## config.mk

```make
export PLATFORM = sky130hd
export DESIGN_NAME = axi4_rd_dbi_concat_flat
export DESIGN_NICKNAME = d
export VERILOG_FILES = /design/src/rtl/axi4_rd_dbi_concat_if.sv /design/src/rtl/axi4_rd_dbi_concat.sv /design/src/flat_wrapper.sv
export SDC_FILE = /design/constraint.sdc
export NUM_CORES = 1
export LEC_CHECK = 0
export ABC_AREA = 1
export BUFFER_PORTS_ARGS = -buffer_cell sky130_fd_sc_hd__buf_2
export CORE_ASPECT_RATIO = 0.6
export CORE_MARGIN = 2
export CORE_UTILIZATION = 40
export CTS_CLUSTER_SIZE = 28
export DETAILED_ROUTE_END_ITERATION = 10
export HOLD_SLACK_MARGIN = 0.03
export PLACE_DENSITY = 0.68
export SLEW_MARGIN = 20
export SYNTH_ARGS = -nofsm -noshare
export SYNTH_HDL_FRONTEND = slang
export SYNTH_SLANG_ARGS = --single-unit
```

## constraint.sdc

```tcl
create_clock -name clk -period 28.2 [get_ports clk]
set_clock_uncertainty 0.2 [all_clocks]
set_input_delay 5.64 -clock clk [delete_from_list [all_inputs] [get_ports clk]]
set_output_delay 5.64 -clock clk [all_outputs]
set_load 0.01 [all_outputs]
```

## src/rtl/axi4_rd_dbi_concat_if.sv

```systemverilog
// AXI4 read-channel and DBI RX PHY byte-stream bundle for axi4_rd_dbi_concat.
// The slave modport is the read front end; the master modport is the
// interconnect/PHY side that drives requests and bytes.
interface axi4_rd_dbi_concat_if #(
   parameter int DATA_W           = 256,
   parameter int ADDR_W           = 32,
   parameter int MST_ID_W         = 5,
   parameter int TRANS_DATA_LEN_W = 8,
   parameter int TRANS_RESP_W     = 2,
   parameter int DBI_IF_D_W       = 8
);
   logic [MST_ID_W-1:0]         m_arid_i;
   logic [ADDR_W-1:0]           m_araddr_i;
   logic [TRANS_DATA_LEN_W-1:0] m_arlen_i;
   logic                        m_arvalid_i;
   logic                        m_arready_o;
   logic [MST_ID_W-1:0]         m_rid_o;
   logic [DATA_W-1:0]           m_rdata_o;
   logic [TRANS_RESP_W-1:0]     m_rresp_o;
   logic                        m_rlast_o;
   logic                        m_rvalid_o;
   logic                        m_rready_i;
   logic [DBI_IF_D_W-1:0]       drp_d_data_i;
   logic                        drp_d_vld_i;
   logic                        drp_d_rdy_o;

   modport slave (
      input  m_arid_i, m_araddr_i, m_arlen_i, m_arvalid_i, m_rready_i,
      input  drp_d_data_i, drp_d_vld_i,
      output m_arready_o, m_rid_o, m_rdata_o, m_rresp_o, m_rlast_o, m_rvalid_o,
      output drp_d_rdy_o
   );

   modport master (
      output m_arid_i, m_araddr_i, m_arlen_i, m_arvalid_i, m_rready_i,
      output drp_d_data_i, drp_d_vld_i,
      input  m_arready_o, m_rid_o, m_rdata_o, m_rresp_o, m_rlast_o, m_rvalid_o,
      input  drp_d_rdy_o
   );
endinterface

```

## src/rtl/axi4_rd_dbi_concat.sv

```systemverilog
// AXI4 read-slave front end for the display RX path. One burst at a time on a
// single mapped address: PHY bytes are packed LSB-first into DATA_W words,
// buffered in a small word FIFO and returned as R beats. Any other address is
// answered with DECERR beats and never touches the PHY.
module axi4_rd_dbi_concat #(
   parameter int                DATA_W           = 256,
   parameter int                ADDR_W           = 32,
   parameter int                MST_ID_W         = 5,
   parameter int                TRANS_DATA_LEN_W = 8,
   parameter int                TRANS_RESP_W     = 2,
   parameter logic [ADDR_W-1:0] BASE_ADDR        = 32'h2000_0000,
   parameter int                DBI_IF_D_W       = 8,
   parameter int                R_FIFO_CAPAC     = 2
) (
   input  logic                      clk,
   input  logic                      rst,
   axi4_rd_dbi_concat_if.slave       bus
);
   localparam int BPW   = DATA_W / DBI_IF_D_W;
   localparam int IDX_W = (BPW > 1) ? $clog2(BPW) : 1;
   localparam int PTR_W = (R_FIFO_CAPAC > 1) ? $clog2(R_FIFO_CAPAC) : 1;
   localparam int CNT_W = $clog2(R_FIFO_CAPAC + 1);
   localparam int LEN_W = TRANS_DATA_LEN_W;

   typedef enum logic [1:0] {IDLE, RD_OK, RD_ERR} state_t;

   state_t                 state_q, state_d;
   logic [MST_ID_W-1:0]    id_q;
   logic [LEN_W-1:0]       len_q;
   logic [LEN_W-1:0]       beat_cnt_q;
   logic [LEN_W:0]         words_pushed_q;   // one extra bit: len=255 needs 256
   logic [IDX_W-1:0]       idx_q;
   logic [DATA_W-1:0]      asm_q;
   logic [DATA_W-1:0]      mem [R_FIFO_CAPAC];
   logic [PTR_W-1:0]       wr_ptr_q, rd_ptr_q;
   logic [CNT_W-1:0]       count_q;

   logic                   ar_hs, r_hs, byte_rdy, byte_hs, push, pop;
   logic                   fifo_full, fifo_empty, idx_last;
   logic                   rvalid, rlast;
   logic [TRANS_RESP_W-1:0] rresp;
   logic [MST_ID_W-1:0]    rid;
   logic [DATA_W-1:0]      rdata, word_in;

   function automatic logic [PTR_W-1:0] ptr_inc(input logic [PTR_W-1:0] p);
      return (p == PTR_W'(R_FIFO_CAPAC - 1)) ? '0 : p + 1'b1;
   endfunction

   assign fifo_full  = (count_q == CNT_W'(R_FIFO_CAPAC));
   assign fifo_empty = (count_q == '0);
   assign idx_last   = (idx_q == IDX_W'(BPW - 1));
   assign ar_hs      = (state_q == IDLE) & bus.m_arvalid_i;
   // Stop fetching once the burst's words are all taken, and never take a
   // word-completing byte that the FIFO could not absorb.
   assign byte_rdy   = (state_q == RD_OK) & (words_pushed_q <= {1'b0, len_q})
                       & ~(idx_last & fifo_full);
   assign byte_hs    = byte_rdy & bus.drp_d_vld_i;
   assign push       = byte_hs & idx_last;
   assign r_hs       = rvalid & bus.m_rready_i;
   assign pop        = r_hs & (state_q == RD_OK);

   // Merge the incoming byte into the partial word so a completing byte can
   // be written to the FIFO on the same edge it is accepted.
   always_comb begin
      word_in = asm_q;
      word_in[idx_q*DBI_IF_D_W +: DBI_IF_D_W] = bus.drp_d_data_i;
   end

   // Next-state and R channel outputs.
   always_comb begin
      // NOTE: every output gets a default first so no path can infer a latch.
      state_d = state_q;
      rvalid  = 1'b0;
      rdata   = '0;
      rresp   = '0;
      rid     = '0;
      case (state_q)
         IDLE: begin
            if (bus.m_arvalid_i)
               state_d = (bus.m_araddr_i == BASE_ADDR) ? RD_OK : RD_ERR;
         end
         RD_OK: begin
            rvalid = ~fifo_empty;
            rdata  = mem[rd_ptr_q];
            rid    = id_q;
         end
         RD_ERR: begin
            rvalid = 1'b1;
            rresp  = 2'b11;
            rid    = id_q;
         end
         default: state_d = IDLE;
      endcase
      rlast = rvalid & (beat_cnt_q == len_q);
      if ((state_q != IDLE) && r_hs && rlast)
         state_d = IDLE;
   end

   assign bus.m_arready_o = (state_q == IDLE);
   assign bus.m_rvalid_o  = rvalid;
   assign bus.m_rdata_o   = rdata;
   assign bus.m_rresp_o   = rresp;
   assign bus.m_rid_o     = rid;
   assign bus.m_rlast_o   = rlast;
   assign bus.drp_d_rdy_o = byte_rdy;

   // State register.
   always_ff @(posedge clk or posedge rst) begin
      // NOTE: sequential state uses non-blocking assignments so every register
      // samples the pre-edge values regardless of statement order.
      if (rst) state_q <= IDLE;
      else     state_q <= state_d;
   end

   // Request capture, burst counters, byte assembler and FIFO bookkeeping.
   always_ff @(posedge clk or posedge rst) begin
      if (rst) begin
         id_q           <= '0;
         len_q          <= '0;
         beat_cnt_q     <= '0;
         words_pushed_q <= '0;
         idx_q          <= '0;
         asm_q          <= '0;
         wr_ptr_q       <= '0;
         rd_ptr_q       <= '0;
         count_q        <= '0;
      end else begin
         if (ar_hs) begin
            id_q           <= bus.m_arid_i;
            len_q          <= bus.m_arlen_i;
            beat_cnt_q     <= '0;
            words_pushed_q <= '0;
            idx_q          <= '0;
            asm_q          <= '0;
         end
         if (byte_hs) begin
            if (idx_last) begin
               idx_q          <= '0;
               asm_q          <= '0;
               words_pushed_q <= words_pushed_q + 1'b1;
            end else begin
               idx_q <= idx_q + 1'b1;
               asm_q <= word_in;
            end
         end
         if (r_hs)
            beat_cnt_q <= beat_cnt_q + 1'b1;
         if (push) wr_ptr_q <= ptr_inc(wr_ptr_q);
         if (pop)  rd_ptr_q <= ptr_inc(rd_ptr_q);
         case ({push, pop})
            2'b10:   count_q <= count_q + CNT_W'(1);
            2'b01:   count_q <= count_q - CNT_W'(1);
            default: count_q <= count_q;
         endcase
      end
   end

   // Word storage.
   always_ff @(posedge clk) begin
      // NOTE: the storage array has no reset; occupancy is tracked by the reset
      // pointers and count, and the data output is gated outside RD_OK.
      if (push) mem[wr_ptr_q] <= word_in;
   end
endmodule
```

## src/flat_wrapper.sv

```systemverilog
// flat-port wrapper written by rule: the top's interface ports become plain ports
module axi4_rd_dbi_concat_flat 
#(
   parameter int                DATA_W           = 256,
   parameter int                ADDR_W           = 32,
   parameter int                MST_ID_W         = 5,
   parameter int                TRANS_DATA_LEN_W = 8,
   parameter int                TRANS_RESP_W     = 2,
   parameter logic [ADDR_W-1:0] BASE_ADDR        = 32'h2000_0000,
   parameter int                DBI_IF_D_W       = 8,
   parameter int                R_FIFO_CAPAC     = 2
)
  (clk, rst, bus_m_arid_i, bus_m_araddr_i, bus_m_arlen_i, bus_m_arvalid_i, bus_m_rready_i, bus_drp_d_data_i, bus_drp_d_vld_i, bus_m_arready_o, bus_m_rid_o, bus_m_rdata_o, bus_m_rresp_o, bus_m_rlast_o, bus_m_rvalid_o, bus_drp_d_rdy_o);
  axi4_rd_dbi_concat_if #(.DATA_W(DATA_W), .ADDR_W(ADDR_W), .MST_ID_W(MST_ID_W), .TRANS_DATA_LEN_W(TRANS_DATA_LEN_W), .TRANS_RESP_W(TRANS_RESP_W), .DBI_IF_D_W(DBI_IF_D_W)) bus_i ();
  input  logic clk;
  input  logic rst;
  input wire logic [$bits(bus_i.m_arid_i)-1:0] bus_m_arid_i;
  input wire logic [$bits(bus_i.m_araddr_i)-1:0] bus_m_araddr_i;
  input wire logic [$bits(bus_i.m_arlen_i)-1:0] bus_m_arlen_i;
  input wire logic [$bits(bus_i.m_arvalid_i)-1:0] bus_m_arvalid_i;
  input wire logic [$bits(bus_i.m_rready_i)-1:0] bus_m_rready_i;
  input wire logic [$bits(bus_i.drp_d_data_i)-1:0] bus_drp_d_data_i;
  input wire logic [$bits(bus_i.drp_d_vld_i)-1:0] bus_drp_d_vld_i;
  output wire logic [$bits(bus_i.m_arready_o)-1:0] bus_m_arready_o;
  output wire logic [$bits(bus_i.m_rid_o)-1:0] bus_m_rid_o;
  output wire logic [$bits(bus_i.m_rdata_o)-1:0] bus_m_rdata_o;
  output wire logic [$bits(bus_i.m_rresp_o)-1:0] bus_m_rresp_o;
  output wire logic [$bits(bus_i.m_rlast_o)-1:0] bus_m_rlast_o;
  output wire logic [$bits(bus_i.m_rvalid_o)-1:0] bus_m_rvalid_o;
  output wire logic [$bits(bus_i.drp_d_rdy_o)-1:0] bus_drp_d_rdy_o;
  assign bus_i.m_arid_i = bus_m_arid_i;
  assign bus_i.m_araddr_i = bus_m_araddr_i;
  assign bus_i.m_arlen_i = bus_m_arlen_i;
  assign bus_i.m_arvalid_i = bus_m_arvalid_i;
  assign bus_i.m_rready_i = bus_m_rready_i;
  assign bus_i.drp_d_data_i = bus_drp_d_data_i;
  assign bus_i.drp_d_vld_i = bus_drp_d_vld_i;
  assign bus_m_arready_o = bus_i.m_arready_o;
  assign bus_m_rid_o = bus_i.m_rid_o;
  assign bus_m_rdata_o = bus_i.m_rdata_o;
  assign bus_m_rresp_o = bus_i.m_rresp_o;
  assign bus_m_rlast_o = bus_i.m_rlast_o;
  assign bus_m_rvalid_o = bus_i.m_rvalid_o;
  assign bus_drp_d_rdy_o = bus_i.drp_d_rdy_o;
  axi4_rd_dbi_concat #(.DATA_W(DATA_W), .ADDR_W(ADDR_W), .MST_ID_W(MST_ID_W), .TRANS_DATA_LEN_W(TRANS_DATA_LEN_W), .TRANS_RESP_W(TRANS_RESP_W), .BASE_ADDR(BASE_ADDR), .DBI_IF_D_W(DBI_IF_D_W), .R_FIFO_CAPAC(R_FIFO_CAPAC)) u_core (.clk(clk), .rst(rst), .bus(bus_i));
endmodule
```

* After elaboration in Yosys (flattened, before gate mapping)
Memories as Yosys holds them, arrays and structs flattened.
Cells that the tools add are included.
** Word-level totals
- Input bits :: 58
- Word-level logic and storage cells :: 78
- Register bits :: 297
- RAM bits :: 512
- Output and inout port bits :: 267
- Memories kept :: 1
** Cells by class
- Shifts and indexed selects :: 2
- Order comparisons :: 1
- Bitwise gates (word level) :: 11
- Muxes and demuxes :: 25
- Equal/unequal tests :: 10
- $add $sub $neg :: 8
- Reduce and logical (&&, ||, !) cells :: 10
** Memories
- u_core.mem :: words 2, bits a word 256, read ports 1, clocked after Yosys merged registers in 0, wr ports 1, line axi4_rd_dbi_concat.sv:34 : logic [DATA_W-1:0] mem [R_FIFO_CAPAC];
** Operators with widths (count)
- $mux W256 :: 4
- $bwmux W256 :: 1
- $shift A8 B34 Y256 const A :: 1
- $shiftx A8 B34 Y256 :: 1
- $neg A8 Y34 :: 1
- $eq A32 B30 Y1 const B :: 1
- $mux W9 :: 3
- $mux W5 :: 4
- $mux W8 :: 2
- $add A9 B1 Y9 const B :: 1
- $and A1 B1 Y1 :: 9
- $le A9 B8 Y1 :: 1
- $add A8 B1 Y8 const B :: 1
- $eq A8 B8 Y1 :: 1
- $mux W2 :: 4
- $pmux W2 S2 :: 2
- $reduce_bool A2 Y1 :: 4
- $eq A2 B2 Y1 const B :: 3
- $add A5 B1 Y5 const B :: 1
- $eq A5 B5 Y1 const B :: 1
- $eq A2 B1 Y1 const B :: 2
- $logic_not A2 Y1 :: 2
- $mux W1 :: 4
- $ne A3 B2 Y1 const B :: 1
- other kinds (9) :: 12

* Logic depth before layout (Yosys ltp)
Gate-level depths: netlist (run 1).
- Depth after elaboration :: 8
- Depth in mapped cells :: 17
- Depth with buffers taken out :: 17

* Worst setup path after synthesis (run 1)
OpenSTA, ideal clock, no wires.
- Path kind :: input -> register
- Start :: input port bus_drp_d_vld_i
- End :: memory u_core.mem[1][0] (enable)
- Required time :: 27.123 ns
- Cell stages on the path :: 4
- Arrival :: 16.511 ns
- Setup time :: 0.877 ns
- Buffers on the path :: 0
- Path slack :: 10.612 ns
- Path through :: inv_1 nor2_1 nand2_1 nor2_1
** On the way
- Longest elaborated chain between the ends :: 4
** Ends and longest elaborated chain
- from (decl) :: line flat_wrapper.sv:23 : input wire logic [$bits(bus_i.drp_d_vld_i)-1:0] bus_drp_d_vld_i;
- $and A1 B1 Y1 :: line axi4_rd_dbi_concat.sv:57 : assign byte_hs = byte_rdy & bus.drp_d_vld_i;
- $and A1 B1 Y1 :: line axi4_rd_dbi_concat.sv:58 : assign push = byte_hs & idx_last;
- $mux W1 :: line axi4_rd_dbi_concat.sv:162 : if (push) mem[wr_ptr_q] <= word_in;
- $mux W1 (not written as such) :: line axi4_rd_dbi_concat.sv:162
- to (decl) :: line axi4_rd_dbi_concat.sv:34
No other way between the ends.

* Final worst setup path (run 1)
- Start :: register u_core.rd_ptr_q
- End :: output port bus_m_rdata_o[159]
** On the way
- Longest elaborated chain between the ends :: 2
** Ends and longest elaborated chain
- from (decl) :: line axi4_rd_dbi_concat.sv:35 : logic [PTR_W-1:0] wr_ptr_q, rd_ptr_q;
- from (signal assigned) :: line axi4_rd_dbi_concat.sv:149 : if (pop) rd_ptr_q <= ptr_inc(rd_ptr_q);
- $mem_v2 Z2 W256
- $mux W256 :: line axi4_rd_dbi_concat.sv:77 : case (state_q)
- to (decl) :: line flat_wrapper.sv:26 : output wire logic [$bits(bus_i.m_rdata_o)-1:0] bus_m_rdata_o;
No other way between the ends.

==> results_dict.tcl, run 1 <==
set metrics [dict create \
    die_area_um2 91300 \
    synth_compound_area_frac 0.0676 \
    num-fill-cells 8176 \
    final_cells 5163 \
    status "finished, final reports clean" \
    timing.slew.headroom 0.178 \
    hold_path.class "flop to flop" \
    ctsResizeCount 0 \
    final_cell_mix "1,033 x nand2_1, 613 x nor2_1, 512 x edfxtp_1" \
    grt_pass1_wl_mm 160 \
    antenna_found_initial 3 \
    clk_pin_slew_ns 0.06 \
    yosysUniqueCellTypes 39 \
    grt-ovfl-total 0 \
    setup_tns_ns 0 \
    cts_tree "yes" \
    routedWlPerCell_um 20.8 \
    vias_per_cell 5.31 \
    fmax_mhz 106 \
    cp_data_required_time_ns 22.36 \
    grt_max_degree 207 \
    h-tree-depth 3 \
    rsz0062_at_grt "false" \
    final_util 0.461 \
    min_period_over_period 0.335 \
    startpoint "u_core.rd_ptr_q$_DFFE_PP0P_" \
    synth-xor-area-share 0.00518 \
    cp-start-kind "flop" \
    hold_violations 0 \
    finalSetupViolCount 0 \
    synth_simple_gate_area_frac 0.237 \
    drv_cap 0 \
    drc 0 \
    post-cts-setup-buffers 0 \
    worstPathArrival_ns 3.60 \
    layout_commonest_cell "nand2_1" \
    slowest_delay_ns 0.83 \
    hold_buffers 0 \
    core_um2 87800 \
    synthMuxAreaShare 0 \
    worstMarginPinSlew_ns 1.23 \
    chipWidth_um 389 \
    synth_top_family_by_area "simple AND/OR/NAND/NOR gates" \
    first_iter_violations 3438 \
    area_delta_synth_final_pct 13.9 \
    syn_avg_cell_area_um2 9.47 \
    ir_drop_mv 0.0388 \
    dp.cells 5023 \
    die_h_um 235 \
    final_layout_size_suffix_gt1_frac 0.125 \
    whs_ns 0.283 \
    pre_cts_ws_ns 19.01 \
    rows 84 \
    critPathSlowestCell "dfrtp_4" \
    cts-root-buf "clkbuf_16" \
    netlist_area_um2 35500 \
    seqCellArea_um2 22800 \
    wirelength_mm 107 \
    vias 27440 \
    end_kind "primary output" \
    power_leakage_uw 0.0167 \
    clk_path_buf_depth 3 \
    rr_startpoint "u_core.idx_q[0]$_DFFE_PP0P_" \
    clk_latency_ns 0.66 \
    path_max_fanout 87 \
    io_pins 325 \
    syn_inst 3750 \
    ys_ff_latch 809 \
    reg2reg_slack_ns 22.62 \
    yosysSeqAreaShare 0.642 \
    reg2reg_to "u_core.mem[0][200]$_DFFE_PP_" \
    routabilityCongestion 0.875 \
    hold_start "u_core.id_q[3]$_DFFE_PP0P_" \
    worst_slack_ns 18.76 \
    slew_violations 0 \
    portBuffers 324 \
    synth_nets 3826 \
    cts_buffers 76 \
    dr.pass1.iters 6 \
    drtAntennaViolNets 0 \
    synth_fa_ha_area_frac 0.00634 \
    critPathMostFrequentCell "buf_4" \
    min_to "u_core.id_q[3]$_DFFE_PP0P_" \
    dp_hpwl_mm 68.8 \
    cts_sinks 809 \
    yosysWarnings 0 \
    initial_core_util 0.405 \
    multi_input_area_um2 11300 \
    ff2ff_path_depth 12 \
    holdPathStages 2 \
    power_density_nw_per_um2 60.5 \
    worst-setup-path-type "flop to primary output" \
    antennaDiodeCount 0 \
    grt_pass1_vias 24727 \
    crit_chain "buf_4 -> buf_4 -> o21ai_0 -> nor2_1 -> buf_2" \
    fin_crit_ns 9.44 \
    grt_usage 0.230 \
    nets 4016 \
]
[report_power, final]
group          switching (uW)  internal, uW  total (uW)
Sequential               8.64          1260        1270
Combinational            91.2          28.7         120
Clock                     458           600        1060
[synthesized netlist by cell type (all sizes together)]
master / number / area share
edfxtp: 512 / 0.43
a22o: 1 / 0.00025
inv: 134 / 0.014
a31oi: 1 / 0.00018
nand3b: 1 / 0.00021
o21ai: 448 / 0.064
ha: 18 / 0.0063
nand4: 40 / 0.0074
nor3: 10 / 0.0030
buf: 78 / 0.011
o31ai: 1 / 0.00021
nand2: 1040 / 0.11
nor2: 620 / 0.066
nor4: 1 / 0.00018
xor2: 11 / 0.0027
dfrtp: 297 / 0.21
or2: 1 / 0.00018
o21bai: 1 / 0.00021
nand3: 352 / 0.050
a21boi: 2 / 0.00042
a21oi: 11 / 0.0015
o22ai: 4 / 0.00070
xnor2: 10 / 0.0025
a32o: 1 / 0.00028
clkbuf: 155 / 0.016
[registers in the layout (all words and copies together), names as in the netlist]
register / flops
u_core.asm_q: 256
u_core.beat_cnt_q: 8
u_core.count_q: 2
u_core.id_q: 5
u_core.idx_q: 5
u_core.len_q: 8
u_core.mem: 512
u_core.rd_ptr_q: 1
u_core.state_q: 2
u_core.words_pushed_q: 9
u_core.wr_ptr_q: 1
[cell type report]
cell class | count | area share
tap | 1161 | 0.0359
timing repair buffer | 345 | 0.0455
multi-input combinational | 2574 | 0.279
sequential | 809 | 0.564
clock inverter | 40 | 0.0115
inverter | 134 | 0.0132
clock buffer | 100 | 0.0508
[routing by layer]
metal	routed length, um	vias up	track usage	part of all wire
li1	-	12879	-	-
met1	47600	13282	0.340	0.44
met2	47400	1140	0.338	0.44
met3	10500	139	0.0606	0.097
met4	1930	0	0.0513	0.018
met5	0	-	0	0
[critical path, delay by kind of cell, from the launching register on]
family	cells	cell delay, ns
buffers and inverters	3	1.50
AND/OR/NAND/NOR	1	0.17
flip-flops	1	0.83
AO/OA/AOI/OAI	1	0.22
[worst max-delay path by stage]
stage	end	slack (ns)	cells after the start
6_report	bus_m_rdata_o[159]	18.76	5
5_1_grt	bus_m_rdata_o[108]	18.55	5
4_1_cts	bus_m_rdata_o[159]	18.67	5
3_5_place_dp	u_core.mem[0][198]$_DFFE_PP_	19.01	6
3_3_place_gp	u_core.mem[0][203]$_DFFE_PP_	19.09	6
2_1_floorplan	u_core.mem[1][0]$_DFFE_PP_	10.61	4
[metrics by stage]
stage / instance area, um^2 / total power (uW)
after global placement: 37900 / 1410
after global routing: 40400 / 2530
final: 40400 / 2450
after floorplan: 35500 / 1370
after CTS: 40400 / 2470
after detailed placement: 37900 / 1410
[logic make-up (layout without fill, tap and decap cells)]
logic type / Yosys count / in the layout
AND/OR/NAND/NOR: 2065 / 2065
flip-flops: 809 / 809
AO/OA/AOI/OAI: 470 / 470
buffers and inverters: 367 / 619
XOR/XNOR: 21 / 21
adder cells (fa/ha/maj): 18 / 18
(Power assumes the default switching activity.)
==> run 2, diff against run 1 <==
Clock period 28.2 ns to 9.5 ns, I/O delays scaled along.
==> run 2 against run 1 <==
Critical path depth unchanged. Non-clock buffer count increased by 2. Combinational power increased to 3.0 times the previous value. Count of clock-buffer cells in the layout decreased by 5. Routed wire length decreased by 0.56%. Via count increased by 0.99%. Worst hold slack got worse by 0.0043 ns. Largest power group unchanged. Sequential power increased to 3.0 times the previous value. Register-to-register slack got worse by 18 ns.
==> results_dict.tcl, run 2 (synthesis results as in run 1) <==
set metrics [dict create \
    dp_hpwl_mm 67.9 \
    antenna_found_initial 7 \
    placed_area_um2 38000 \
    chipWidth_um 389 \
    fmax_mhz 177 \
    layout_commonest_cell "nand2_1" \
    power_density_nw_per_um2 180 \
    num-fill-cells 8118 \
    cts_buffers 77 \
    reg2reg_slack_ns 4.13 \
    cts_tree "yes" \
    end_kind "primary output" \
    die_h_um 235 \
    ctsResizeCount 0 \
    crit_chain "buf_4 -> buf_4 -> o21ai_0 -> nor2_1 -> buf_2" \
    slew_violations 0 \
    critPathSlowestCell "dfrtp_4" \
    vias 27713 \
    largestRegisters "u_core.mem: 512 flops, u_core.asm_q: 256 flops, u_core.words_pushed_q: 9 flops" \
    final_cell_mix "1,033 x nand2_1, 613 x nor2_1, 512 x edfxtp_1" \
    clk_pin_slew_ns 0.06 \
    vias_per_cell 5.36 \
    first_iter_violations 3377 \
    worst-setup-path-type "flop to primary output" \
    cp_data_required_time_ns 7.40 \
    hold_start "u_core.id_q[4]$_DFFE_PP0P_" \
    min_period_over_period 0.596 \
    wl_met3_mm 10.8 \
    worstMarginPinSlew_ns 1.18 \
    cts-root-buf "clkbuf_16" \
    grt_pass1_vias 25085 \
    design_area_um2 40500 \
    worstPathArrival_ns 3.56 \
    cp-start-kind "flop" \
    startpoint "u_core.rd_ptr_q$_DFFE_PP0P_" \
    drv_cap 0 \
    post-cts-setup-buffers 0 \
    clk_latency_ns 0.66 \
    rows 84 \
    status "finished, final reports clean" \
    ff2ff_path_depth 13 \
    routabilityCongestion 0.883 \
    fin_crit_ns 5.66 \
    clk_path_buf_depth 3 \
    power_leakage_uw 0.0168 \
    dr.pass1.iters 6 \
    critPathMostFrequentCell "buf_4" \
    holdPathStages 2 \
    hold_violations 0 \
    core_um2 87800 \
    ir_drop_mv 0.127 \
    grt_usage 0.229 \
    hold_path.class "flop to flop" \
    multi_input_area_um2 11300 \
    finalSetupViolCount 0 \
    seqCellArea_um2 22800 \
    grt_pass1_wl_mm 159 \
    initial_core_util 0.405 \
    path_max_fanout 79 \
    met1Wirelength_mm 46.4 \
    grt-ovfl-total 0 \
    met2WireLength_mm 46.8 \
    rr_startpoint "u_core.idx_q[0]$_DFFE_PP0P_" \
    drc 0 \
    routedWlPerCell_um 20.6 \
    rsz0062_at_grt "false" \
    io_pins 325 \
    slowest_delay_ns 0.82 \
    wirelength_mm 107 \
    largest_register_ffs 512 \
    portBuffers 324 \
    cts_sinks 809 \
    h-tree-depth 3 \
    top_layer "met4" \
    hold_buffers 0 \
    drtAntennaViolNets 0 \
    largest_register "u_core.mem" \
    die_area_um2 91300 \
    setup_tns_ns 0 \
    final_layout_size_suffix_gt1_frac 0.126 \
    timing.slew.headroom 0.217 \
    grt_max_degree 193 \
    area_delta_synth_final_pct 14.0 \
    nets 4019 \
]
## run 2: stage by stage
step	setup slack, ns	util	instances	hold WS (ns)	total power [uW]
2_1_floorplan	1.57	-	3750	0.249	4080
3_3_place_gp	4.30	0.432	5025	0.266	4190
3_5_place_dp	4.21	0.432	5025	0.268	4200
4_1_cts	3.82	0.461	5168	0.282	7340
5_1_grt	3.64	0.462	5174	0.300	7530
6_report	3.84	0.462	5175	0.279	7300
## run 2: cell type report
cell class	count	share of cell area
flip-flops and latches	809	0.563
multi-input cells	2574	0.278
clock buffers	95	0.0503
repair buffers	347	0.0465
well taps	1161	0.0359
inverters	134	0.0129
clock inverters	48	0.0125
diodes	7	0.000432
## run 2: routing by layer
metal,up-vias,track usage
li1,12896,-
met1,13409,0.337
met2,1232,0.329
met3,176,0.0606
met4,0,0.0693
met5,-,0
## run 2: worst paths after layout
path	end
max in group asynchronous	u_core.asm_q[106]$_DFFE_PP0P_
hold / removal	u_core.id_q[4]$_DFFE_PP0P_
setup reg to reg	u_core.mem[1][56]$_DFFE_PP_
setup / recovery	bus_m_rdata_o[50]
min in group asynchronous	u_core.id_q[3]$_DFFE_PP0P_
hold reg to reg	u_core.id_q[4]$_DFFE_PP0P_
## run 2: report_power, final
| part | total [uW] | internal, uW | switching, uW |
|---|---|---|---|
| clock network | 3170 | 1780 | 1390 |
| registers | 3770 | 3750 | 24.4 |
| logic | 361 | 86.2 | 274 |
| total | 7300 | 5620 | 1680 |
## run 2: critical path, delay by kind of cell, from the launching register on
kind	cells	cell delay (ns)
flops	1	0.82
simple gates	1	0.18
compound gates	1	0.18
buf+inv	3	1.53
